### config.mk
export PLATFORM = sky130hd
export DESIGN_NAME = multi_edge_detector_flat
export DESIGN_NICKNAME = d
export VERILOG_FILES = /design/src/rtl/edge_pkg.sv /design/src/rtl/multi_edge_detector_if.sv /design/src/rtl/edge_channel.sv /design/src/rtl/multi_edge_detector.sv /design/src/flat_wrapper.sv
export SDC_FILE = /design/constraint.sdc
export NUM_CORES = 1
export LEC_CHECK = 0
export BUFFER_PORTS_ARGS = -buffer_cell sky130_fd_sc_hd__buf_2
export CAP_MARGIN = 30
export CORE_MARGIN = 2
export CORE_UTILIZATION = 35
export CTS_BUF_LIST = sky130_fd_sc_hd__clkbuf_4 sky130_fd_sc_hd__clkbuf_8 sky130_fd_sc_hd__clkbuf_16
export DETAILED_ROUTE_END_ITERATION = 7
export PLACE_DENSITY = 0.58
export SYNTH_ARGS = -nofsm -noshare
export SYNTH_HDL_FRONTEND = slang
export SYNTH_HIERARCHICAL = 1
export SYNTH_SLANG_ARGS = --single-unit
### constraint.sdc
create_clock -name clk -period 2.45 [get_ports clk]
set_input_delay 0.49 -clock clk [delete_from_list [all_inputs] [get_ports clk]]
set_output_delay 0.49 -clock clk [all_outputs]
set_load 0.02 [all_outputs]
### src/rtl/edge_pkg.sv
// Shared encodings for the multi-channel debounced edge detector:
// per-channel edge-select modes and the auto-repeat state machine.
package edge_pkg;

  typedef enum logic [1:0] {
    MODE_OFF  = 2'b00,
    MODE_RISE = 2'b01,
    MODE_FALL = 2'b10,
    MODE_BOTH = 2'b11
  } mode_e;

  typedef enum logic [1:0] {
    IDLE   = 2'b00,
    WAIT   = 2'b01,
    REPEAT = 2'b10
  } rep_state_e;

  function automatic int max_int(input int a, input int b);
    return (a > b) ? a : b;
  endfunction

endpackage

### src/rtl/multi_edge_detector_if.sv
// Channel bundle between the edge detector and its user: raw inputs,
// per-channel configuration, and the debounced level / event outputs.
interface multi_edge_detector_if #(
  parameter int N_CH = 5
);
  logic [N_CH-1:0]   w;
  logic [2*N_CH-1:0] mode;
  logic [N_CH-1:0]   rep_en;
  logic [N_CH-1:0]   level;
  logic [N_CH-1:0]   z;
  logic [N_CH-1:0]   rep;

  modport master (output w, mode, rep_en, input  level, z, rep);
  modport slave  (input  w, mode, rep_en, output level, z, rep);
endinterface

### src/rtl/edge_channel.sv
// One channel: 2-flop synchroniser, debounce counter, edge pulse generation
// and the press-and-hold auto-repeat state machine.
module edge_channel
  import edge_pkg::*;
#(
  parameter int DEB_CNT    = 500000,
  parameter int REP_DELAY  = 50000000,
  parameter int REP_PERIOD = 10000000
) (
  input  logic       clk,
  input  logic       reset,
  input  logic       i_w,
  input  logic [1:0] i_mode,
  input  logic       i_rep_en,
  output logic       o_level,
  output logic       o_z,
  output logic       o_rep
);
  localparam int DW = $clog2(DEB_CNT + 1);
  localparam int RW = $clog2(max_int(REP_DELAY, REP_PERIOD) + 1);
  localparam logic [DW-1:0] DEB_LAST = DW'(DEB_CNT - 1);
  localparam logic [RW-1:0] DLY_LAST = RW'(REP_DELAY - 1);
  localparam logic [RW-1:0] PER_LAST = RW'(REP_PERIOD - 1);

  logic          r_s1, r_s2;
  logic [DW-1:0] r_deb;
  logic          r_level, r_z, r_rep;
  rep_state_e    r_state, w_state_nxt;
  logic [RW-1:0] r_rcnt, w_rcnt_nxt;

  mode_e w_mode;
  logic  w_rise_en, w_fall_en;
  logic  w_diff, w_toggle, w_rise, w_fall;
  logic  w_edge_pulse, w_rep_pulse, w_hold;

  assign w_mode    = mode_e'(i_mode);
  assign w_rise_en = (w_mode == MODE_RISE) || (w_mode == MODE_BOTH);
  assign w_fall_en = (w_mode == MODE_FALL) || (w_mode == MODE_BOTH);

  // Toggle on the edge where the counter would reach DEB_CNT.
  assign w_diff   = r_s2 ^ r_level;
  assign w_toggle = w_diff && (r_deb == DEB_LAST);
  assign w_rise   = w_toggle && !r_level;
  assign w_fall   = w_toggle && r_level;

  assign w_edge_pulse = (w_rise && w_rise_en) || (w_fall && w_fall_en);

  // A falling edge leaves the repeat states with no repeat pulse on that edge.
  assign w_hold = r_level && !w_fall && i_rep_en && w_rise_en;

  always_comb begin
    w_state_nxt = r_state;
    w_rcnt_nxt  = r_rcnt;
    w_rep_pulse = 1'b0;
    case (r_state)
      IDLE: begin
        if (w_rise && i_rep_en && w_rise_en) begin
          w_state_nxt = WAIT;
          w_rcnt_nxt  = '0;
        end
      end
      WAIT: begin
        if (!w_hold) begin
          w_state_nxt = IDLE;
          w_rcnt_nxt  = '0;
        end else if (r_rcnt == DLY_LAST) begin
          w_state_nxt = REPEAT;
          w_rcnt_nxt  = '0;
          w_rep_pulse = 1'b1;
        end else begin
          w_rcnt_nxt = r_rcnt + 1'b1;
        end
      end
      REPEAT: begin
        if (!w_hold) begin
          w_state_nxt = IDLE;
          w_rcnt_nxt  = '0;
        end else if (r_rcnt == PER_LAST) begin
          w_rcnt_nxt  = '0;
          w_rep_pulse = 1'b1;
        end else begin
          w_rcnt_nxt = r_rcnt + 1'b1;
        end
      end
      default: begin
        w_state_nxt = IDLE;
        w_rcnt_nxt  = '0;
      end
    endcase
  end

  always_ff @(posedge clk) begin
    if (!reset) begin
      r_s1    <= 1'b0;
      r_s2    <= 1'b0;
      r_deb   <= '0;
      r_level <= 1'b0;
      r_z     <= 1'b0;
      r_rep   <= 1'b0;
      r_state <= IDLE;
      r_rcnt  <= '0;
    end else begin
      r_s1 <= i_w;
      r_s2 <= r_s1;
      if (w_toggle) begin
        r_level <= ~r_level;
        r_deb   <= '0;
      end else if (w_diff) begin
        r_deb <= r_deb + 1'b1;
      end else begin
        r_deb <= '0;
      end
      r_z     <= w_edge_pulse || w_rep_pulse;
      r_rep   <= w_rep_pulse;
      r_state <= w_state_nxt;
      r_rcnt  <= w_rcnt_nxt;
    end
  end

  assign o_level = r_level;
  assign o_z     = r_z;
  assign o_rep   = r_rep;

endmodule

### src/rtl/multi_edge_detector.sv
// N_CH independent debounced edge detectors with optional auto-repeat,
// one edge_channel instance per input.
module multi_edge_detector
  import edge_pkg::*;
#(
  parameter int N_CH       = 5,
  parameter int DEB_CNT    = 500000,
  parameter int REP_DELAY  = 50000000,
  parameter int REP_PERIOD = 10000000
) (
  input  logic                  clk,
  input  logic                  reset,
  multi_edge_detector_if.slave  bus
);
  logic [N_CH-1:0] w_level, w_z, w_rep;

  generate
    for (genvar gi = 0; gi < N_CH; gi++) begin : g_ch
      edge_channel #(
        .DEB_CNT   (DEB_CNT),
        .REP_DELAY (REP_DELAY),
        .REP_PERIOD(REP_PERIOD)
      ) u_ch (
        .clk     (clk),
        .reset   (reset),
        .i_w     (bus.w[gi]),
        .i_mode  (bus.mode[2*gi+1 -: 2]),
        .i_rep_en(bus.rep_en[gi]),
        .o_level (w_level[gi]),
        .o_z     (w_z[gi]),
        .o_rep   (w_rep[gi])
      );
    end
  endgenerate

  assign bus.level = w_level;
  assign bus.z     = w_z;
  assign bus.rep   = w_rep;

endmodule

### src/flat_wrapper.sv
// flat-port wrapper written by rule: the top's interface ports become plain ports
module multi_edge_detector_flat import edge_pkg::*;
#(
  parameter int N_CH       = 5,
  parameter int DEB_CNT    = 500000,
  parameter int REP_DELAY  = 50000000,
  parameter int REP_PERIOD = 10000000
)
  (clk, reset, bus_w, bus_mode, bus_rep_en, bus_level, bus_z, bus_rep);
  multi_edge_detector_if #(.N_CH(N_CH)) bus_i ();
  input  logic clk;
  input  logic reset;
  input wire logic [$bits(bus_i.w)-1:0] bus_w;
  input wire logic [$bits(bus_i.mode)-1:0] bus_mode;
  input wire logic [$bits(bus_i.rep_en)-1:0] bus_rep_en;
  output wire logic [$bits(bus_i.level)-1:0] bus_level;
  output wire logic [$bits(bus_i.z)-1:0] bus_z;
  output wire logic [$bits(bus_i.rep)-1:0] bus_rep;
  assign bus_i.w = bus_w;
  assign bus_i.mode = bus_mode;
  assign bus_i.rep_en = bus_rep_en;
  assign bus_level = bus_i.level;
  assign bus_z = bus_i.z;
  assign bus_rep = bus_i.rep;
  multi_edge_detector #(.N_CH(N_CH), .DEB_CNT(DEB_CNT), .REP_DELAY(REP_DELAY), .REP_PERIOD(REP_PERIOD)) u_core (.clk(clk), .reset(reset), .bus(bus_i));
endmodule
# After elaboration in Yosys (flattened, before gate mapping)
# Cells that the tools add are included.
dict set report totals {
  register_bits 260
  in_bits 22
  out_inout_bits 15
}
dict set report op_classes {
  addsub 10
  eq_ne 55
  n_mux 80
  bitwise 16
  n_reduce_logical 95
}
# cell count
set op_table {}
lappend op_table {{$mux 26} 25}
lappend op_table {{$pmux 26 s3} 5}
lappend op_table {{$add 26x1->26 const B} 5}
lappend op_table {{$eq 26x24->1 const B} 5}
lappend op_table {{$eq 26x26->1 const B} 5}
lappend op_table {{$add 19x1->19 const B} 5}
lappend op_table {{$eq 19x19->1 const B} 5}
lappend op_table {{$logic_and 1x1->1} 50}
lappend op_table {{$mux 2} 20}
lappend op_table {{$eq 2x2->1 const B} 15}
lappend op_table {{$pmux 2 s3} 5}
lappend op_table {{$eq 2x1->1 const B} 10}
lappend op_table {{$logic_or 1x1->1} 20}
lappend op_table {{$mux 1} 20}
lappend op_table {{$ne 2x2->1 const B} 10}
lappend op_table {{$ne 3x3->1 const B} 5}
lappend op_table {{$reduce_and 3->1} 5}
lappend op_table {{$reduce_or 3->1} 5}
lappend op_table {{$not 1->1} 11}
lappend op_table {{$logic_not 1->1} 10}
lappend op_table {{$logic_not 2->1} 5}
lappend op_table {{$pmux 1 s2} 5}
lappend op_table {{$xor 1x1->1} 5}

# Longest topological paths before layout
# Gate-level depths: netlist of run 1.
dict set report depth {
  ltp_word 10
  ltp_mapped 9
  mapped_depth_nobuf 7
}

# Hierarchy
# The synthesis of run 1 kept the hierarchy.
# mod instances cells_each area_each_um2 seq_area_each_um2
set modules_own_cells {}
lappend modules_own_cells {{edge_channel (u_core.g_ch[0].u_ch ...)} 4 334 2696.3 1041.0}
lappend modules_own_cells {{edge_channel (u_core.g_ch[4].u_ch)} 1 337 2730.1 1041.0}

# Worst setup path after synthesis of run 1
# Ideal clock, no wire load.
dict set report synth_timing {
  kind {reg2reg}
  startpoint {reg u_core.g_ch[0].u_ch.r_deb[0]}
  endpoint {reg u_core.g_ch[0].u_ch.r_rcnt[17]}
  setup_time_ns 0.074
  t_arrival_ns 2.582
  required_time_ns 2.376
  slack_ns -0.206
  path_stages_with_launch 9
  synth_period_minus_slack_ns 2.656
  cell_sequence {dfxtp_1 -> ha_1 -> nand4_1 -> or4_4 -> o41a_1 -> buf_6 -> a211o_4 -> or4_1 -> a31oi_1}
}
dict set report synth_between {
  elab_chain_cells 9
  elab_cells_between_ends 14
  classes_between {2 x eq/ne; 3 x mux; 9 x reduce/logical}
}
# element line
set synth_rtl {}
lappend synth_rtl {{from (decl)} edge_channel.sv:26} ;# logic [DW-1:0] r_deb;
lappend synth_rtl {{from (signal assigned)} edge_channel.sv:109} ;# r_deb <= r_deb + 1'b1;
lappend synth_rtl {{$eq 19x19->1 (*)} edge_channel.sv:42} ;# assign w_toggle = w_diff && (r_deb == DEB_LAST);
lappend synth_rtl {{$logic_and 1x1->1 (*)} edge_channel.sv:42}
lappend synth_rtl {{$logic_and 1x1->1} edge_channel.sv:44} ;# assign w_fall = w_toggle && r_level;
lappend synth_rtl {{$logic_not 1->1} edge_channel.sv:49} ;# assign w_hold = r_level && !w_fall && i_rep_en && w_rise_en;
lappend synth_rtl {{$logic_and 1x1->1 (3 in a row)} edge_channel.sv:49}
lappend synth_rtl {{$mux 26 (on tied branches)} {edge_channel.sv:75, edge_channel.sv:63}}
lappend synth_rtl {{$pmux 26 s3} edge_channel.sv:55} ;# case (r_state)
lappend synth_rtl {{to (signal assigned)} edge_channel.sv:116} ;# r_rcnt <= w_rcnt_nxt;
lappend synth_rtl {{to (decl)} edge_channel.sv:29} ;# logic [RW-1:0] r_rcnt, w_rcnt_nxt;
# Mark *: on every way between the ends. The rest lies on a longest branch, timed or not.
# A chain may end at the register's enable or synchronous reset.

# Final worst setup path of run 1
dict set report layout_timing {
  startpoint {reg u_core.g_ch[0].u_ch.r_deb[1]}
  endpoint {reg u_core.g_ch[0].u_ch.r_rcnt[14]}
}
# Same word-level chain as after synthesis.

==> results of run 1 <==
[critical path, cell delays in order (launching register included)]
cell and delay (ps):
dfxtp_2 350, ha_4 130, nand4_1 120, or4_4 430, o41a_1 440, a211o_4 360, or4_1 470, a31oi_1 160
[per-stage QoR]
step	power (uW)	util (%)	setup slack, ps
finish	8880	44.5	-78.0
global route	9210	44.5	-156
detailed placement	4480	40.3	-61.1
CTS	9030	43.2	-52.9
global placement	4470	40.3	-8.93
floorplan	4400	-	11.3
[power by group through the flow]
stage | logic (uW) | clock network, uW | registers (uW)
6_report | 139 | 4490 | 4240
5_1_grt | 154 | 4820 | 4240
4_1_cts | 141 | 4650 | 4240
3_5_place_dp | 140 | 0 | 4340
3_3_place_gp | 138 | 0 | 4340
2_1_floorplan | 68.4 | 0 | 4340
[registers in the layout (all words and copies together) (netlist names)]
signal	cells
u_core/g_ch.u_ch/r_s2	5
u_core/g_ch.u_ch/r_state	10
u_core/g_ch.u_ch/r_rcnt	130
u_core/g_ch.u_ch/r_deb	95
u_core/g_ch.u_ch/r_s1	5
u_core/g_ch.u_ch/o_rep	5
u_core/g_ch.u_ch/o_z	5
u_core/g_ch.u_ch/o_level	5
[worst max path at each step]
stage	end	cells past startpoint
after floorplan	u_core/g_ch[4].u_ch/r_rcnt[23]	8
after global routing	u_core/g_ch[3].u_ch/r_rcnt[14]	7
final	u_core/g_ch[0].u_ch/r_rcnt[14]	7
after detailed placement	u_core/g_ch[0].u_ch/r_rcnt[14]	7
after CTS	u_core/g_ch[0].u_ch/r_rcnt[14]	7
after global placement	u_core/g_ch[2].u_ch/r_rcnt[14]	7
[Yosys cell counts, types with 9 or more instances]
master       n
nor4_1      20
nand2_1    219
a21oi_1     16
dfxtp_1    260
inv_1       21
or2_2       12
nor2_1     168
nor4b_1     11
clkbuf_1    56
buf_6       15
ha_1        25
nand4_1     73
nor3_1      25
o21ai_0     13
mux2_2       9
and3_1      35
a31oi_1    108
or4_1       33
and2_1      21
xor2_1      66
nand3_1    189
and4_1      14
o211ai_1    23
or3_1       86
o2111ai_1    9
xnor2_1     29
[area by class of cell]
| type | instances | area [um2] | area share, % |
|---|---|---|---|
| clock buffers | 44 | 923 | 5.48 |
| repair buffers | 228 | 1660 | 9.84 |
| clock inverters | 9 | 72.6 | 0.431 |
| multi-input cells | 1322 | 8230 | 48.8 |
| well taps | 511 | 639 | 3.80 |
| flip-flops and latches | 260 | 5230 | 31.0 |
| inverters | 27 | 101 | 0.602 |
[cells by family after synthesis]
group	Yosys count	synth area share, %
buffers and inverters	103	3.74
AND/OR/NAND/NOR	950	36.4
adder cells (fa/ha/maj)	25	2.31
flip-flops	260	38.5
multiplexers	15	1.19
AO/OA/AOI/OAI	225	11.7
XOR/XNOR	95	6.16
[timing repair]
action                     CTS  global route
gates resized for setup      5            53
cloned                       8             4
setup endpoints to repair   13           122
buffers inserted             3            24
pin swaps                    6           118
[metal layers]
layer	vias up	GRT usage [%]	routed length, um
met4	0	4.74	612
met2	286	27.7	16500
met1	6138	23.7	17200
met5	-	0	0
met3	51	2.47	1600
li1	6592	-	-
==> flow_metrics.tcl, run 1 <==
set metrics [dict create \
    status "complete, but fails checks" \
    violations "negative setup slack" \
    synthCells 1673 \
    clk_latency_ps 580 \
    grt_pass1_wl_um 59900 \
    reg2reg_to "u_core/g_ch[0].u_ch/r_rcnt[14]" \
    p_switching_uw 1900 \
    crit_start "u_core/g_ch[0].u_ch/r_deb[1]" \
    reg2reg_slack_ps -80 \
    synth_seq_cells 260 \
    worst_ep_arrival_time_ps 3000 \
    worstMarginPinSlew_ps 626 \
    clk_path_buf_depth 3 \
    cts-root-buf "clkbuf_16" \
    seq_area_frac_synth_pct 38.5 \
    routedWlPerCell_um 15.0 \
    vias_per_cell 5.44 \
    final_area_um2 16800 \
    antenna_cells 0 \
    vdd_drop_max_v 0.000550 \
    p_leak_uw 0.00542 \
    drive_gt1_share_pct 20.1 \
    critPathKind "flop to flop" \
    holdPathStages 2 \
    cp_max_fo 6 \
    vias 13100 \
    setup_viol 10 \
    drt_iter0_markers 646 \
    slew-limit-headroom_pct 58.0 \
    grt_use_total_pct 17.1 \
    crit_path_end_kind "flop" \
    fmaxAchievable_mhz 396 \
    synth_flop_cell "dfxtp_1" \
    hold_path_class "input port to flop" \
    drv_cap 0 \
    synth_area_leaders "dfxtp_1 39%, nand3_1 7.0%, nand2_1 6.1%" \
    p_per_area_nw_per_um2 527 \
    syn-cell-area_um2 13500 \
    antenna_left 0 \
    die_y_um 201 \
    final_cells 2401 \
    finClkSkew_ps 30.2 \
    worst_slack_ps -78.0 \
    grt_max_degree 28 \
    r2r_cells 7 \
    min_to "u_core/g_ch[2].u_ch/r_s1" \
    ys_warn_count 6 \
    placed_cells 2309 \
    period_share_pct 103 \
    p_int_uw 6970 \
    gp_congestion 0.827 \
    layout_common_cells "248 x dfxtp_1, 219 x nand2_1, 189 x nand3_1" \
    switching_share_pct 21.4 \
    port_buffers 36 \
    clk_pin_slew_ps 60 \
    overflow 0 \
    place_area_um2 15200 \
    start_util_pct 35.7 \
    yosysTopAreaCell "dfxtp_1" \
    holdCritStartpoint "bus_w[2]" \
    rows 71 \
    antenna_found_initial 0 \
    synth_area_per_cell_um2 8.08 \
    dieArea_um2 40200 \
    synth_fp_nets 1720 \
    first_global_vias 12300 \
    fill_cells 3801 \
    drc 0 \
    rsz0062_at_grt "yes" \
    clkPwrFrac_pct 50.6 \
    synth_cell_types 54 \
    finalHoldViolations 0 \
    whs_ps 117 \
    async_flop_share_pct 0 \
    core_um2 37800 \
    die_w_um 201 \
    slew_viol_final 0 \
    critPathLaunchType "flop" \
    clock-sinks 260 \
    synth_top_area_share_pct 38.5 \
    r2r_start "u_core/g_ch[0].u_ch/r_deb[1]" \
    io-pin-count 37 \
    synth_edf_count 0 \
    cts_made_buffers 30 \
    cts_max_level 1 \
    period_needed_ps 2530 \
    setup_tns_ps -431 \
    seqPwrFrac_pct 47.8 \
    cts_hold_buffers 0 \
    mostFrequentLayoutCell "dfxtp_1" \
    cts_tree "done" \
    dr.pass1.iters 5 \
    wl_um 35900 \
    area_growth_pct 24.6 \
    power_frac_comb_pct 1.6 \
    crit_required_ps 2930 \
    dp_hpwl_um 23100 \
    nets 1916 \
]
No activity file was read; power rests on OpenSTA's default activity.
==> inputs of run 2 (changes only) <==
--- a/config.mk
+++ b/config.mk
@@ -11,7 +11,7 @@
 export CORE_UTILIZATION = 35
 export CTS_BUF_LIST = sky130_fd_sc_hd__clkbuf_4 sky130_fd_sc_hd__clkbuf_8 sky130_fd_sc_hd__clkbuf_16
 export DETAILED_ROUTE_END_ITERATION = 7
-export PLACE_DENSITY = 0.58
+export PLACE_DENSITY = 0.56
 export SYNTH_ARGS = -nofsm -noshare
 export SYNTH_HDL_FRONTEND = slang
 export SYNTH_HIERARCHICAL = 1
==> constraint.sdc (replaced) <==
create_clock -name clk -period 2.9 [get_ports clk]
set_input_delay 0.58 -clock clk [delete_from_list [all_inputs] [get_ports clk]]
set_output_delay 0.58 -clock clk [all_outputs]
set_load 0.02 [all_outputs]
==> run 2 against run 1 <==
  * The run now ends clean
  * Wire length down 6.4%
  * Utilization down 3.8 points
  * Clock skew down 1.4 ps
  * Worst setup slack better by 170 ps
  * Via count is 4.4% lower
  * First-iteration DRC count is 13% higher
  * Clock power fell by 12%
  * Cell area fell by 8.5%
  * Maximum frequency fell by 10%
  * Sequential cell count stayed put
  * Largest cell class unchanged
  * Largest power group unchanged
==> flow_metrics.tcl, run 2 (same netlist as run 1, synthesis figures left out) <==
set metrics [dict create \
    vias_per_cell 5.54 \
    rows 71 \
    wl_um 33600 \
    clk_path_buf_depth 3 \
    drv_cap 0 \
    crit_start "u_core/g_ch[3].u_ch/r_rcnt[25]" \
    critPathKind "flop to flop" \
    die_w_um 201 \
    cts_tree "done" \
    cp-endpoint "u_core/g_ch[3].u_ch/r_rcnt[8]" \
    setup_viol 0 \
    cts_max_level 1 \
    fmaxAchievable_mhz 356 \
    power_frac_comb_pct 1.4 \
    top_register "u_core/g_ch.u_ch/r_rcnt" \
    nets 1765 \
    mostFrequentLayoutCell "dfxtp_1" \
    overflow 0 \
    crit_path_end_kind "flop" \
    slew-limit-headroom_pct 50.3 \
    clk_latency_ps 600 \
    drt_iter0_markers 731 \
    area_growth_pct 14.1 \
    grt_use_total_pct 15.7 \
    finalHoldViolations 0 \
    clock-sinks 260 \
    worst_ep_arrival_time_ps 3290 \
    gp_congestion 0.800 \
    cts-root-buf "clkbuf_16" \
    antenna_left 0 \
    die_y_um 201 \
    routedWlPerCell_um 14.9 \
    slew_viol_final 0 \
    clkPwrFrac_pct 51.8 \
    r2r_cells 6 \
    p_leak_uw 0.00465 \
    reg2reg_to "u_core/g_ch[3].u_ch/r_rcnt[8]" \
    core_um2 37800 \
    cp_cell_sequence "or3b_2, or4_1, o21ai_0, a211o_2, nor3_1, o31a_1" \
    p_int_uw 6020 \
    r2r_start "u_core/g_ch[3].u_ch/r_rcnt[25]" \
    port_buffers 36 \
    start_util_pct 35.7 \
    worst_path_max_delay_cell "o21ai_0" \
    slowest_delay_ps 570 \
    clk_pin_slew_ps 60 \
    p_switching_uw 1650 \
    reg_top3 "u_core/g_ch.u_ch/r_rcnt x130, u_core/g_ch.u_ch/r_deb x95, u_core/g_ch.u_ch/r_state x10" \
    drive_gt1_share_pct 10.8 \
    antenna_cells 0 \
    io-pin-count 37 \
    period_share_pct 96.9 \
    dp_hpwl_um 21700 \
    cp_max_fo 12 \
    period_needed_ps 2810 \
    grt_max_degree 28 \
    first_global_vias 11500 \
    cts_made_buffers 31 \
    dieArea_um2 40200 \
    whs_ps 189 \
    seqPwrFrac_pct 46.8 \
    largest_reg_flops 130 \
    dr.pass1.iters 6 \
    crit_required_ps 3380 \
    cts_hold_buffers 0 \
    p_per_area_nw_per_um2 497 \
    finClkSkew_ps 28.8 \
    critPathLaunchType "flop" \
    layout_common_cells "260 x dfxtp_1, 219 x nand2_1, 189 x nand3_1" \
    hold_path_class "input port to flop" \
    worstMarginPinSlew_ps 742 \
    vdd_drop_max_v 0.000436 \
    grt_pass1_wl_um 55300 \
    drc 0 \
    antenna_found_initial 0 \
    holdCritStartpoint "bus_w[1]" \
    reg2reg_slack_ps 90 \
    status "completed" \
    vias 12500 \
    switching_share_pct 21.5 \
    total_power_uw 7670 \
]
-- run 2: cell types whose count changed in the layout (fill, tap and decap cells not counted), moves of 10 or more --
| cell | before | now |
|---|---|---|
| or4_4 | 17 | 5 |
| dfxtp_2 | 10 | 0 |
| dfxtp_1 | 248 | 260 |
| a211o_4 | 15 | 5 |
| or4_1 | 21 | 33 |
| buf_4 | 185 | 46 |
-- run 2: layout make-up --
class	instances	area [um2]
Clock buffer	48	941
Clock inverter	10	115
Fill cell	3915	22400
Timing Repair Buffer	83	546
Tap cell	511	639
Inverter	27	101
Sequential cell	260	5200
Multi-Input combinational cell	1315	7870
-- run 2: repair_timing --
action / 4_1_cts / 5_1_grt
buffers inserted: 0 / 3
resized for setup: 0 / 3
endpoints found under the setup margin: 0 / 11
-- run 2: stage by stage --
stage / worst slack (ps) / cell area (um2) / cells / TNS, ps / utilization (%)
after floorplan: 244 / 13500 / 1673 / 0 / -
after global placement: 138 / 14300 / 2188 / 0 / 37.7
after detailed placement: 83.3 / 14300 / 2188 / 0 / 37.7
after CTS: 76.6 / 15300 / 2246 / 0 / 40.5
after global routing: -14.2 / 15400 / 2254 / -24.9 / 40.7
final: 90.4 / 15400 / 2254 / 0 / 40.7
-- run 2: critical path: cells and delay by family (launching register included) --
family / cells / cell delay, ps
compound gates: 3 / 1250
flops: 1 / 430
simple gates: 3 / 1020
-- run 2: how the worst min path moves through the flow --
stage,cells past startpoint,end,slack [ps]
floorplan,1,u_core/g_ch[0].u_ch/r_s2,410
global placement,1,u_core/g_ch[1].u_ch/r_s2,420
detailed placement,1,u_core/g_ch[2].u_ch/r_s2,420
CTS,2,u_core/g_ch[1].u_ch/r_s1,160
global route,2,u_core/g_ch[1].u_ch/r_s1,180
finish,2,u_core/g_ch[1].u_ch/r_s1,190
-- run 2: metal layers --
layer  vias up  wire (um)  GRT usage [%]
met5         -          0              0
met4         0        739           4.42
met3        62       1650           2.65
met2       274      14600           25.2
met1      5896      16600           21.8
li1       6259          -              -
-- run 2: power groups by stage --
| stage | Clock, uW | Combinational (uW) | Sequential (uW) |
|---|---|---|---|
| global placement | 0 | 109 | 3660 |
| CTS | 4100 | 111 | 3580 |
| floorplan | 0 | 57.4 | 3660 |
| detailed placement | 0 | 110 | 3660 |
| finish | 3970 | 109 | 3580 |
| global route | 4260 | 121 | 3580 |
